===== src/rtl/capture_pkg.sv =====
// Shared types and default sizing for the scope capture sequencer.
package capture_pkg;

  typedef enum logic [2:0] {
    IDLE,
    PRE,
    ARMED,
    POST,
    DONE
  } cap_state_t;

  localparam int DEF_ENTRIES       = 512;
  localparam int DEF_TIMEOUT_SMPLS = 4096;

endpackage


===== src/rtl/circ_addr_cnt.sv =====
// AW-bit wrapping address counter; clr has priority over inc.
module circ_addr_cnt #(
  parameter int AW = 9
) (
  input  logic          clk,
  input  logic          rst,
  input  logic          clr,
  input  logic          inc,
  output logic [AW-1:0] cnt
);

  logic [AW-1:0] cnt_reg;

  always_ff @(posedge clk) begin
    if (rst || clr) begin
      cnt_reg <= '0;
    end else if (inc) begin
      cnt_reg <= cnt_reg + 1'b1;
    end
  end

  assign cnt = cnt_reg;

endmodule


===== src/rtl/capture_ctrl.sv =====
// Scope capture sequencer: pre-fill, arm, trigger, post-fill of a circular sample RAM.
// Optional forced trigger after TIMEOUT_SMPLS armed samples when TRIG_TIMEOUT_EN is defined.
module capture_ctrl
  import capture_pkg::*;
#(
  parameter int ENTRIES       = DEF_ENTRIES,
  parameter int AW            = $clog2(ENTRIES),
  parameter int TIMEOUT_SMPLS = DEF_TIMEOUT_SMPLS
) (
  input  logic          clk,
  input  logic          rst,
  input  logic          run,
  input  logic [AW-1:0] trig_pos,
  input  logic          smpl_en,
  input  logic          triggered,
  output logic          armed,
  output logic          set_capture_done,
  output logic          capture_done,
  output logic          we,
  output logic [AW-1:0] waddr,
  output logic [AW-1:0] trig_addr,
  output logic [AW-1:0] rd_start,
  output logic          timed_out
);

  if (ENTRIES < 4 || (ENTRIES & (ENTRIES - 1)) != 0 || TIMEOUT_SMPLS < 1) begin : g_param_check
    $error("capture_ctrl: ENTRIES must be a power of 2 >= 4 and TIMEOUT_SMPLS >= 1");
  end

  cap_state_t    state_reg, state_next;
  logic [AW-1:0] tp_reg, tp_next;
  logic [AW:0]   smpl_cnt_reg, smpl_cnt_next;
  logic [AW:0]   post_cnt_reg, post_cnt_next;
  logic [AW-1:0] trig_addr_reg, trig_addr_next;
  logic [AW-1:0] rd_start_reg, rd_start_next;
  logic          timed_out_reg, timed_out_next;
  logic          armed_reg, set_capture_done_reg, capture_done_reg;
  logic [AW:0]   pre_target;
  logic          accept, forced, fire, pre_done, post_done;

  assign accept     = run && (state_reg == IDLE || state_reg == DONE);
  assign we         = smpl_en && (state_reg == PRE || state_reg == ARMED || state_reg == POST);
  assign pre_target = (AW + 1)'(ENTRIES) - {1'b0, tp_reg};
  assign pre_done   = we && ((smpl_cnt_reg + 1'b1) == pre_target);
  assign post_done  = we && ((post_cnt_reg + 1'b1) == {1'b0, tp_reg});
  assign fire       = triggered || forced;

`ifdef TRIG_TIMEOUT_EN
  localparam int TW = $clog2(TIMEOUT_SMPLS + 1);
  logic [TW-1:0] to_cnt_reg;

  // Counts every strobe spent waiting in ARMED; restarts whenever ARMED is left.
  always_ff @(posedge clk) begin
    if (rst || state_reg != ARMED) begin
      to_cnt_reg <= '0;
    end else if (smpl_en) begin
      to_cnt_reg <= to_cnt_reg + 1'b1;
    end
  end

  assign forced = (state_reg == ARMED) && smpl_en && ((to_cnt_reg + 1'b1) == TW'(TIMEOUT_SMPLS));
`else
  assign forced = 1'b0;
`endif

  circ_addr_cnt #(
    .AW (AW)
  ) u_waddr (
    .clk (clk),
    .rst (rst),
    .clr (accept),
    .inc (we),
    .cnt (waddr)
  );

  always_ff @(posedge clk) begin
    if (rst) begin
      state_reg            <= IDLE;
      tp_reg               <= '0;
      smpl_cnt_reg         <= '0;
      post_cnt_reg         <= '0;
      trig_addr_reg        <= '0;
      rd_start_reg         <= '0;
      timed_out_reg        <= 1'b0;
      armed_reg            <= 1'b0;
      set_capture_done_reg <= 1'b0;
      capture_done_reg     <= 1'b0;
    end else begin
      state_reg            <= state_next;
      tp_reg               <= tp_next;
      smpl_cnt_reg         <= smpl_cnt_next;
      post_cnt_reg         <= post_cnt_next;
      trig_addr_reg        <= trig_addr_next;
      rd_start_reg         <= rd_start_next;
      timed_out_reg        <= timed_out_next;
      armed_reg            <= (state_next == ARMED);
      set_capture_done_reg <= (state_next == DONE) && (state_reg != DONE);
      capture_done_reg     <= (state_next == DONE);
    end
  end

  always_comb begin
    state_next = state_reg;
    case (state_reg)
      IDLE, DONE: if (run)       state_next = PRE;
      PRE:        if (pre_done)  state_next = ARMED;
      ARMED:      if (fire)      state_next = POST;
      POST:       if (post_done) state_next = DONE;
      default:                   state_next = IDLE;
    endcase
  end

  always_comb begin
    tp_next        = tp_reg;
    smpl_cnt_next  = smpl_cnt_reg;
    post_cnt_next  = post_cnt_reg;
    trig_addr_next = trig_addr_reg;
    rd_start_next  = rd_start_reg;
    timed_out_next = timed_out_reg;
    case (state_reg)
      IDLE, DONE: begin
        if (run) begin
          tp_next        = (trig_pos == '0) ? AW'(1) : trig_pos;
          smpl_cnt_next  = '0;
          post_cnt_next  = '0;
          timed_out_next = 1'b0;
        end
      end
      PRE: begin
        if (we) smpl_cnt_next = smpl_cnt_reg + 1'b1;
      end
      ARMED: begin
        // A sample written in the trigger cycle still belongs to the pre-trigger side.
        if (fire) begin
          trig_addr_next = waddr + AW'(we);
          post_cnt_next  = '0;
          if (forced && !triggered) timed_out_next = 1'b1;
        end
      end
      POST: begin
        if (we) begin
          post_cnt_next = post_cnt_reg + 1'b1;
          if (post_done) rd_start_next = waddr + 1'b1;
        end
      end
      default: ;
    endcase
  end

  assign armed            = armed_reg;
  assign set_capture_done = set_capture_done_reg;
  assign capture_done     = capture_done_reg;
  assign trig_addr        = trig_addr_reg;
  assign rd_start         = rd_start_reg;
  assign timed_out        = timed_out_reg;

endmodule

===== config.mk =====
export PLATFORM = sky130hd
export DESIGN_NAME = capture_ctrl
export DESIGN_NICKNAME = d
export VERILOG_FILES = /design/src/rtl/capture_pkg.sv /design/src/rtl/circ_addr_cnt.sv /design/src/rtl/capture_ctrl.sv
export SDC_FILE = /design/constraint.sdc
export NUM_CORES = 1
export LEC_CHECK = 0
export CAP_MARGIN = 20
export CORE_MARGIN = 10
export CORE_UTILIZATION = 50
export CTS_BUF_LIST = sky130_fd_sc_hd__clkbuf_4
export DETAILED_ROUTE_END_ITERATION = 10
export PLACE_DENSITY = 0.73
export SETUP_SLACK_MARGIN = 0.15
export SLEW_MARGIN = 20
export SYNTH_ARGS = -nofsm -noshare
export SYNTH_HDL_FRONTEND = slang
export SYNTH_HIERARCHICAL = 1
export SYNTH_SLANG_ARGS = --single-unit

===== constraint.sdc =====
create_clock -name clk -period 3.1 [get_ports clk]
set_input_delay 0.775 -clock clk [delete_from_list [all_inputs] [get_ports clk]]
set_output_delay 0.775 -clock clk [all_outputs]
set_load 0.02 [all_outputs]

Word level (Yosys, flattened, before mapping)
Cells that the tools add are included.
{"block": "totals", "output_inout_bits": 32, "register_bits": 62, "wordCells": 59, "input_bits": 14}
{"block": "classes", "muxes": 12, "eq_ne": 13, "reduce_logical": 19, "n_addsub": 5}
{"operator": "$mux 10", "count": 4}
{"operator": "$pmux 10 s3", "count": 1}
{"operator": "$add 10x1->10 const B", "count": 2}
{"operator": "$pmux 10 s2", "count": 1}
{"operator": "$mux 3", "count": 4}
{"operator": "$pmux 3 s4", "count": 1}
{"operator": "$eq 10x10->1", "count": 1}
{"operator": "$eq 10x9->1", "count": 1}
{"operator": "$sub 10x9->10 const A", "count": 1}
{"operator": "$add 9x1->9", "count": 1}
{"operator": "$add 9x1->9 const B", "count": 1}
{"operator": "$eq 3x2->1 const B", "count": 3}
{"operator": "$logic_not 9->1", "count": 1}
{"operator": "$mux 9", "count": 1}
{"operator": "$ne 2x2->1 const B", "count": 4}
{"operator": "$eq 3x3->1 const B", "count": 2}
{"operator": "$reduce_and 3->1", "count": 2}
{"operator": "$logic_and 1x1->1", "count": 5}
{"operator": "$logic_or 1x1->1", "count": 4}
{"operator": "$reduce_and 2->1", "count": 2}
{"operator": "$reduce_and 4->1", "count": 1}
{"operator": "$eq 3x1->1 const B", "count": 1}
{"operator": "$logic_not 3->1", "count": 1}
{"operator": "$ne 3x3->1 const B", "count": 1}
{"operator": "3 further kinds", "count": 3}

Longest topological paths before layout
{"block": "depth", "word_depth": 9, "ltp_mapped": 11, "mapped_depth_nobuf": 9}

Cells and area by module
The synthesis kept the hierarchy.
{"mod": "capture_ctrl", "n_inst": 1, "seq_area_each_um2": 1061.0, "cells_per_inst": 391, "area_each_um2": 3129.3}
{"mod": "circ_addr_cnt", "n_inst": 1, "seq_area_each_um2": 180.2, "cells_per_inst": 43, "area_each_um2": 394.1}

Worst setup path after synthesis
OpenSTA, ideal clock, no wires.
{"block": "synth_timing", "path_kind": "register -> register", "from": "register post_cnt_reg[0]", "to": "register rd_start_reg[3] (netlist: rd_start[3])", "path_slack_ns": 0.603, "setup_ns": 0.128, "n_path_buf": 2, "t_arrival_ns": 2.370, "stages_incl_launch_ff": 11, "t_required_ns": 2.972, "synth_period_minus_slack_ns": 2.497, "cell_sequence": "dfxtp_1 > ha_1 > buf_2 > nand4_2 > or4_1 > a21o_1 > a2111oi_4 > nand3_4 > buf_6 > mux2i_1 > nor2_1"}
{"block": "synth_between", "elab_chain_len": 4}
{"item": "start, declared", "line": "capture_ctrl.sv:33", "rtl": "logic [AW:0] post_cnt_reg, post_cnt_next;"}
{"item": "start signal, assigned", "line": "capture_ctrl.sv:92", "rtl": "post_cnt_reg <= post_cnt_next;"}
{"item": "$add 10x1->10", "line": "capture_ctrl.sv:45", "rtl": "assign post_done = we && ((post_cnt_reg + 1'b1) == {1'b0, tp_reg});"}
{"item": "$eq 10x9->1", "line": "capture_ctrl.sv:45"}
{"item": "$logic_and 1x1->1", "line": "capture_ctrl.sv:45"}
{"item": "$reduce_and 3->1 (no line)"}
{"item": "end signal, assigned", "line": "capture_ctrl.sv:94", "rtl": "rd_start_reg <= rd_start_next;"}
{"item": "end, declared", "line": "capture_ctrl.sv:35", "rtl": "logic [AW-1:0] rd_start_reg, rd_start_next;"}
No other way between the ends.
A chain may end at the register's enable or synchronous reset.

Worst setup path in the final report
{"block": "layout_timing", "from": "input port smpl_en", "to": "output port we"}
{"block": "layout_between", "elab_chain_len": 1}
{"item": "start, declared", "line": "capture_ctrl.sv:14", "rtl": "input logic smpl_en,"}
{"item": "$logic_and 1x1->1", "line": "capture_ctrl.sv:42", "rtl": "assign we = smpl_en && (state_reg == PRE || state_reg == ARMED || state_reg == POST);"}
{"item": "end, declared", "line": "capture_ctrl.sv:19", "rtl": "output logic we,"}
No other way between the ends.

==> run_results.csv <==
group,metric,value,unit
routing,drt_wl_total,8720,µm
final_layout,n_antenna_cell,0,
power,seq_power_share,51.2,%
logic_synthesis,synth_edf_count,0,
setup_path,reg2reg_slack,370,ps
clock_tree,cts_tree,"built",
sta,max_freq,360,MHz
logic_synthesis,synthFlopType,"dfxtp_1",
sta,fin_worst_skew,11.0,ps
routing,drt_pass1_iterations,4,
logic_synthesis,seq_area_frac_synth,35.2,%
grt,grt_overflow_total,0,
logic_synthesis,synth_seq_cells,62,
grt,antenna_found_initial,0,
final_layout,area_growth,19.1,%
clock_tree,cts_root_buf,"clkbuf_4",
setup_path,cp_num_buf_inv,3,
logic_synthesis,synth.avg_cell_area,8.12,µm²
routing,drt_iter0_drc,148,
clock_tree,cts_made_buffers,9,
clock_tree,path_clk_slew,100,ps
die,die_width,104,µm
logic_synthesis,syn-num-nets,455,
placed_design,dp_hpwl,6340,µm
setup_path,critPathCaptureType,"output pin",
routing,viasPerCell,5.46,
power,ir_drop,0.207,mV
setup_path,arrival,2000,ps
power,p_leak,0.00164,µW
sta,hold_violations,0,
setup_path,cp.required,2320,ps
outcome,status,"finished, final reports clean",
clock_tree,cts_hold_buffers,0,
run,maxCapViolCount,0,
die,fp.dieArea,0.0108,mm²
grt,grt_pass1_wl,14700,µm
grt,grt_use_total,16.1,%
final_layout,layout_commonest_cell,"dfxtp_1",
power,p_int,1210,µW
routing,final_antenna_net_count,0,
clock_tree,ctsResizeCount,1,
placed_design,port_buffers,44,
sta,setup_viol,0,
power,power.density,385,mW/mm²
logic_synthesis,synth-async-reset-ratio,0,%
sta,fin_ws,325,ps
worst_hold_path,hold_path.class,"flip-flop to flip-flop",
setup_path,critPathMaxFanout,2,
power,sw_frac_of_total,25.0,%
clock_tree,cts_setup_buffers,0,
sta,maxSlewViolCount,0,
power,total_power,1620,µW
final_layout,final_core_util,61.4,%
logic_synthesis,netlist-cell-type-count,51,
die,initial_core_util,51.6,%
final_layout,final_cell_mix,"dfxtp_1 (62), nor2_1 (60), clkdlybuf4s50_1 (42)",
die,die_y,104,µm
setup_path,cp_cell_sequence,"clkdlybuf4s50_1 > nor3b_1 > buf_4 > dlygate4sd2_1",
grt,grt_max_degree,35,
sta,fin_crit_sh,89.5,%
clock_tree,insertion_delay,400,ps
final_layout,nets,493,
power,comb_power_share,10.6,%
setup_path,crit_family,"buffers and inverters",
placed_design,dp_slack,91.4,ps
grt,first_global_vias,2993,
power,p_sw,405,µW
setup_path,slowest_stage,"clkdlybuf4s50_1",
clock_tree,clockBufferDepth,2,
routing,vias,3129,
setup_path,startpoint_type,"input pin",
routing,drc_errors,0,
logic_synthesis,syn_area,0.00352,mm²
sta,setup-tns-final,0,ps
routing,wl_per_cell,15.2,µm
final_layout,drive_above_1_share,7.13,%
die,row_count,30,
logic_synthesis,yosysWarnings,6,
clock_tree,cts_htree_levels,3,
die,core_area,0.00683,mm²
logic_synthesis,synthCells,434,
setup_path,critical_path_class,"input pin to output pin",
power,power.share.clock,38.2,%
die,io_pins,46,
setup_path,cp_slowest_stage_delay,510,ps
sta,timing.final.crit_period,2780,ps
placed_design,place_congestion,0.933,
sta,rsz0062_at_grt,"false",
sta,relSlewSlack,59.8,%
sta,tightest_slew,604,ps
clock_tree,cts_num_sinks,62,
[per-stage QoR]
step                instances  hold WS [ps]  instance area [µm²]
finish                    573           468                 4200
global route              573           508                 4200
CTS                       573           470                 4200
detailed placement        557           452                 4050
global placement          557           445                 4050
floorplan                 434           475                 3520
[final cells by class]
class,count,area (µm²)
inverter,6,22.5
clock buffer,10,75.1
clock inverter,6,76.3
timing repair buffer,57,532
fill,634,2630
tap,96,120
sequential,62,1240
multi-input combinational,336,2130
[final timing paths]
kind / from / cells after the start / end
worst max-delay path: smpl_en / 4 / we
worst min-delay path: rd_start[0]$_SDFFE_PP0P_ / 2 / rd_start[0]$_SDFFE_PP0P_
worst max register to register: post_cnt_reg[0]$_SDFFE_PP0P_ / 8 / rd_start[0]$_SDFFE_PP0P_
worst min register to register: rd_start[0]$_SDFFE_PP0P_ / 2 / rd_start[0]$_SDFFE_PP0P_
[synth_stat cells, drive strengths merged, types with 2 or more instances]
| cell type | number | area share (%) |
|---|---|---|
| and3 | 8 | 1.4 |
| a22oi | 2 | 0.43 |
| nand2 | 35 | 3.7 |
| xnor3 | 2 | 1.3 |
| nand3b | 4 | 0.85 |
| ha | 7 | 2.5 |
| nand2b | 2 | 0.36 |
| mux2i | 11 | 3.1 |
| a2111oi | 2 | 1.0 |
| a21oi | 40 | 5.7 |
| dfxtp | 62 | 35 |
| or2 | 2 | 0.36 |
| or3 | 10 | 1.8 |
| xnor2 | 24 | 6.0 |
| xor2 | 25 | 6.2 |
| nor4 | 4 | 0.71 |
| nor3b | 3 | 0.64 |
| a211oi | 11 | 2.3 |
| inv | 6 | 0.64 |
| nand4 | 11 | 2.6 |
| or4 | 4 | 0.85 |
| and2 | 4 | 0.71 |
| a21o | 2 | 0.43 |
| and4 | 5 | 1.2 |
| nor3 | 8 | 1.1 |
| nand3 | 13 | 2.2 |
| nor2 | 60 | 6.4 |
| clkbuf | 23 | 2.5 |
| buf | 7 | 1.2 |
| o21ai | 21 | 3.0 |
| a31oi | 5 | 0.89 |
[power by group through the flow]
| stage | sequential (µW) | clock, µW | combinational (µW) |
|---|---|---|---|
| CTS | 828 | 629 | 170 |
| detailed placement | 846 | 0 | 169 |
| floorplan | 837 | 0 | 122 |
| global placement | 846 | 0 | 167 |
| finish | 828 | 618 | 171 |
| global route | 831 | 673 | 190 |
[routing by layer]
| metal | up-vias | routed length, µm | GRT usage (%) |
|---|---|---|---|
| li1 | 1603 | - | - |
| met1 | 1457 | 4010 | 20.0 |
| met2 | 59 | 4190 | 26.3 |
| met3 | 10 | 411 | 3.90 |
| met4 | 0 | 118 | 5.86 |
| met5 | - | 0 | 0 |
[worst register-to-register path, stage by stage, from the launching register on]
cell       delay (ps)
dfxtp_1           490
ha_1              250
nand4_2           170
or4_1             510
a21o_1            220
a2111oi_4         380
nand3_4           260
or2_0             270
a21oi_1           110
[cell families after synthesis]
logic type	Yosys count	share of synthesized area (%)
buffers and inverters	36	4.30
and+or+nand+nor	177	26.0
adders and majority gates	7	2.49
muxes	11	3.13
DFF	62	35.2
AOI/OAI and AO/OA	89	15.3
xor gates and xnor gates	51	13.5
other	1	0.106
Note: power is estimated with default switching activity, not from simulation.
==> patch, RTL diff (config.mk and constraints unchanged) <==
Set the package constant `DEF_ENTRIES` to 256 (it was 512).
--- a/src/rtl/capture_pkg.sv
+++ b/src/rtl/capture_pkg.sv
@@ -9,7 +9,7 @@
     DONE
   } cap_state_t;
 
-  localparam int DEF_ENTRIES       = 512;
+  localparam int DEF_ENTRIES       = 256;
   localparam int DEF_TIMEOUT_SMPLS = 4096;
 
 endpackage
Interface: changed (resized rd_start, trig_addr, trig_pos and waddr); port bits go from 46 to 42. No check against the original RTL was run, so the function may have changed too.
==> patch against the original RTL <==
- sequential cell count is 6 lower
- worst setup slack worse by 0.0063 ns
- worst hold slack better by 0.047 ns
- power is 22% lower
- final cell count is 15% lower
- synthesized area is 14% lower
- sequential share of layout area is 1.4 points higher
- combinational power is 2% higher
- global-route usage is 1.3 points lower
- routed wire length is 16% lower
- first-iteration DRC count is 19% higher
- cell area is 14% lower
- utilization is 0.39 points lower
- critical path type unchanged
==> patch: results (changes against the original RTL) <==
| Metric | Value |
|---|---|
| Multiplexer share of the synthesized area | `0.0429 (was 0.0313)` |
| Largest fanout on the critical path | `2 (unchanged)` |
| Synth Area in XOR/XNOR | `0.137 (was 0.135)` |
| Non-Filler Instances | `488 (was 573)` |
| Top post-synthesis cells by count | `56 x dfxtp_1, 53 x nor2_1, 32 x xnor2_1 (was 62 x dfxtp_1, 60 x nor2_1, 40 x a21oi_1)` |
| Area post-placement | `0.00356 sq mm (was 0.00405 sq mm)` |
| Post-synthesis adder-cell area fraction | `0.0289 (was 0.0249)` |
| Peak supply drop | `0.216 mV (was 0.207 mV)` |
| Iter 0 DRT Violations | `176 (was 148)` |
| Syn Nets | `388 (was 455)` |
| Compound-Gate Fraction of Synth Area | `0.126 (was 0.153)` |
| Pleak | `1.28 nW (was 1.64 nW)` |
| GR Util All Layers | `0.148 (was 0.161)` |
| Vias in the first global route | `2483 (was 2993)` |
| Drt wl/cell | `15.0 um (was 15.2 um)` |
| Unique masters post-synth | `47 (was 51)` |
| DP Cell Count | `480 (was 557)` |
| Avg Inst Size Synth | `8.25 sq um (was 8.12 sq um)` |
| Synthesis-to-layout area growth | `19.1% (about the same)` |
| H-tree levels | `2 (was 3)` |
| Port bufs | `40 (was 44)` |
| Clk_skew | `0.0167 ns (was 0.0110 ns)` |
| Outcome | `completed (unchanged)` |
| RD Place Congestion | `0.895 (was 0.933)` |
| HPWL after DPL | `5420 um (was 6340 um)` |
| Slowest cell delay on critical path | `0.50 ns` |
| Global-route wire length before repair | `12100 um (was 14700 um)` |
| Vias | `2676 (was 3129)` |
| Place WS | `-0.0460 ns (was 0.0914 ns)` |
| Synth top area cells | `dfxtp_1 37%, xnor2_1 9.2%, nor2_1 6.6% (was dfxtp_1 35%, nor2_1 6.4%, xor2_1 6.2%)` |
| Share of layout cells above drive strength 1 | `0.0751 (was 0.0713)` |
| Nets@finish | `432 (was 493)` |
| Largest net degree at the start of global routing | `34 (was 35)` |
| Antenna violations before repair | `0 (unchanged)` |
| Reg-to-reg startpoint | `post_cnt_reg[0]$_SDFFE_PP0P_ (unchanged)` |
| Actual slew at the worst max-slew pin | `0.559 ns (was 0.604 ns)` |
| Hold_sp | `trig_addr[6]$_SDFFE_PP0P_ (was rd_start[0]$_SDFFE_PP0P_)` |
| Seq/Total Area, Yosys | `0.369 (was 0.352)` |
| CTS buffer count | `5 (was 9)` |
| Worst skew pair latency | `0.39 ns` |
| CTS clock-pin slew for the worst setup and hold paths | `0.17 ns (was 0.10 ns)` |
| Fill cell count | `536 (was 634)` |
patch: worst min-delay path, stage by stage, from the launching register on:
cell and delay [ns]:
dfxtp_1 0.35, nor2_1 0.09, a211oi_1 0.05
patch: worst paths after layout:
check             slack (ns)  depth (start not counted)                   endpoint
hold reg to reg         0.51                          2  trig_addr[6]$_SDFFE_PP0P_
setup reg to reg        0.42                          9   rd_start[2]$_SDFFE_PP0P_
hold / removal          0.51                          2  trig_addr[6]$_SDFFE_PP0P_
setup / recovery        0.32                          5                         we
patch: cells by family (layout without fill, tap and decap cells):
group	count (synthesis)	count (layout)
buffers and inverters	24	69
and+or+nand+nor	157	157
other	1	1
AOI/OAI and AO/OA	64	64
DFF	56	56
xor gates and xnor gates	46	46
adders and majority gates	7	7
muxes	13	13
patch: where the power goes:
part,total [mW],switching [mW],internal [mW]
clock network,0.337,0.244,0.0922
logic,0.175,0.0885,0.0864
registers,0.748,0.0185,0.730
total,1.26,0.351,0.908
patch: what timing repair did:
action | 4_1_cts | 5_1_grt
endpoints found under the setup margin | 1 | 0
hold endpoints to repair | 0 | 0
gates resized for setup | 1 | 0
setup buffers | 0 | 0
patch: final cells by class:
type,instances,share of cell area
multi-input cells,288,0.502
well taps,75,0.0260
clock buffers,5,0.0104
inverters,8,0.00831
flip-flops and latches,56,0.310
clock inverters,3,0.00623
repair buffers,53,0.137
patch: layer usage:
metal | part of all wire | vias up | wire length, um | global-route usage
li1 | - | 1373 | - | -
met1 | 0.48 | 1241 | 3530 | 0.192
met2 | 0.45 | 54 | 3270 | 0.231
met3 | 0.057 | 8 | 416 | 0.0430
met4 | 0.012 | 0 | 88 | 0.0414
met5 | 0 | - | 0 | 0
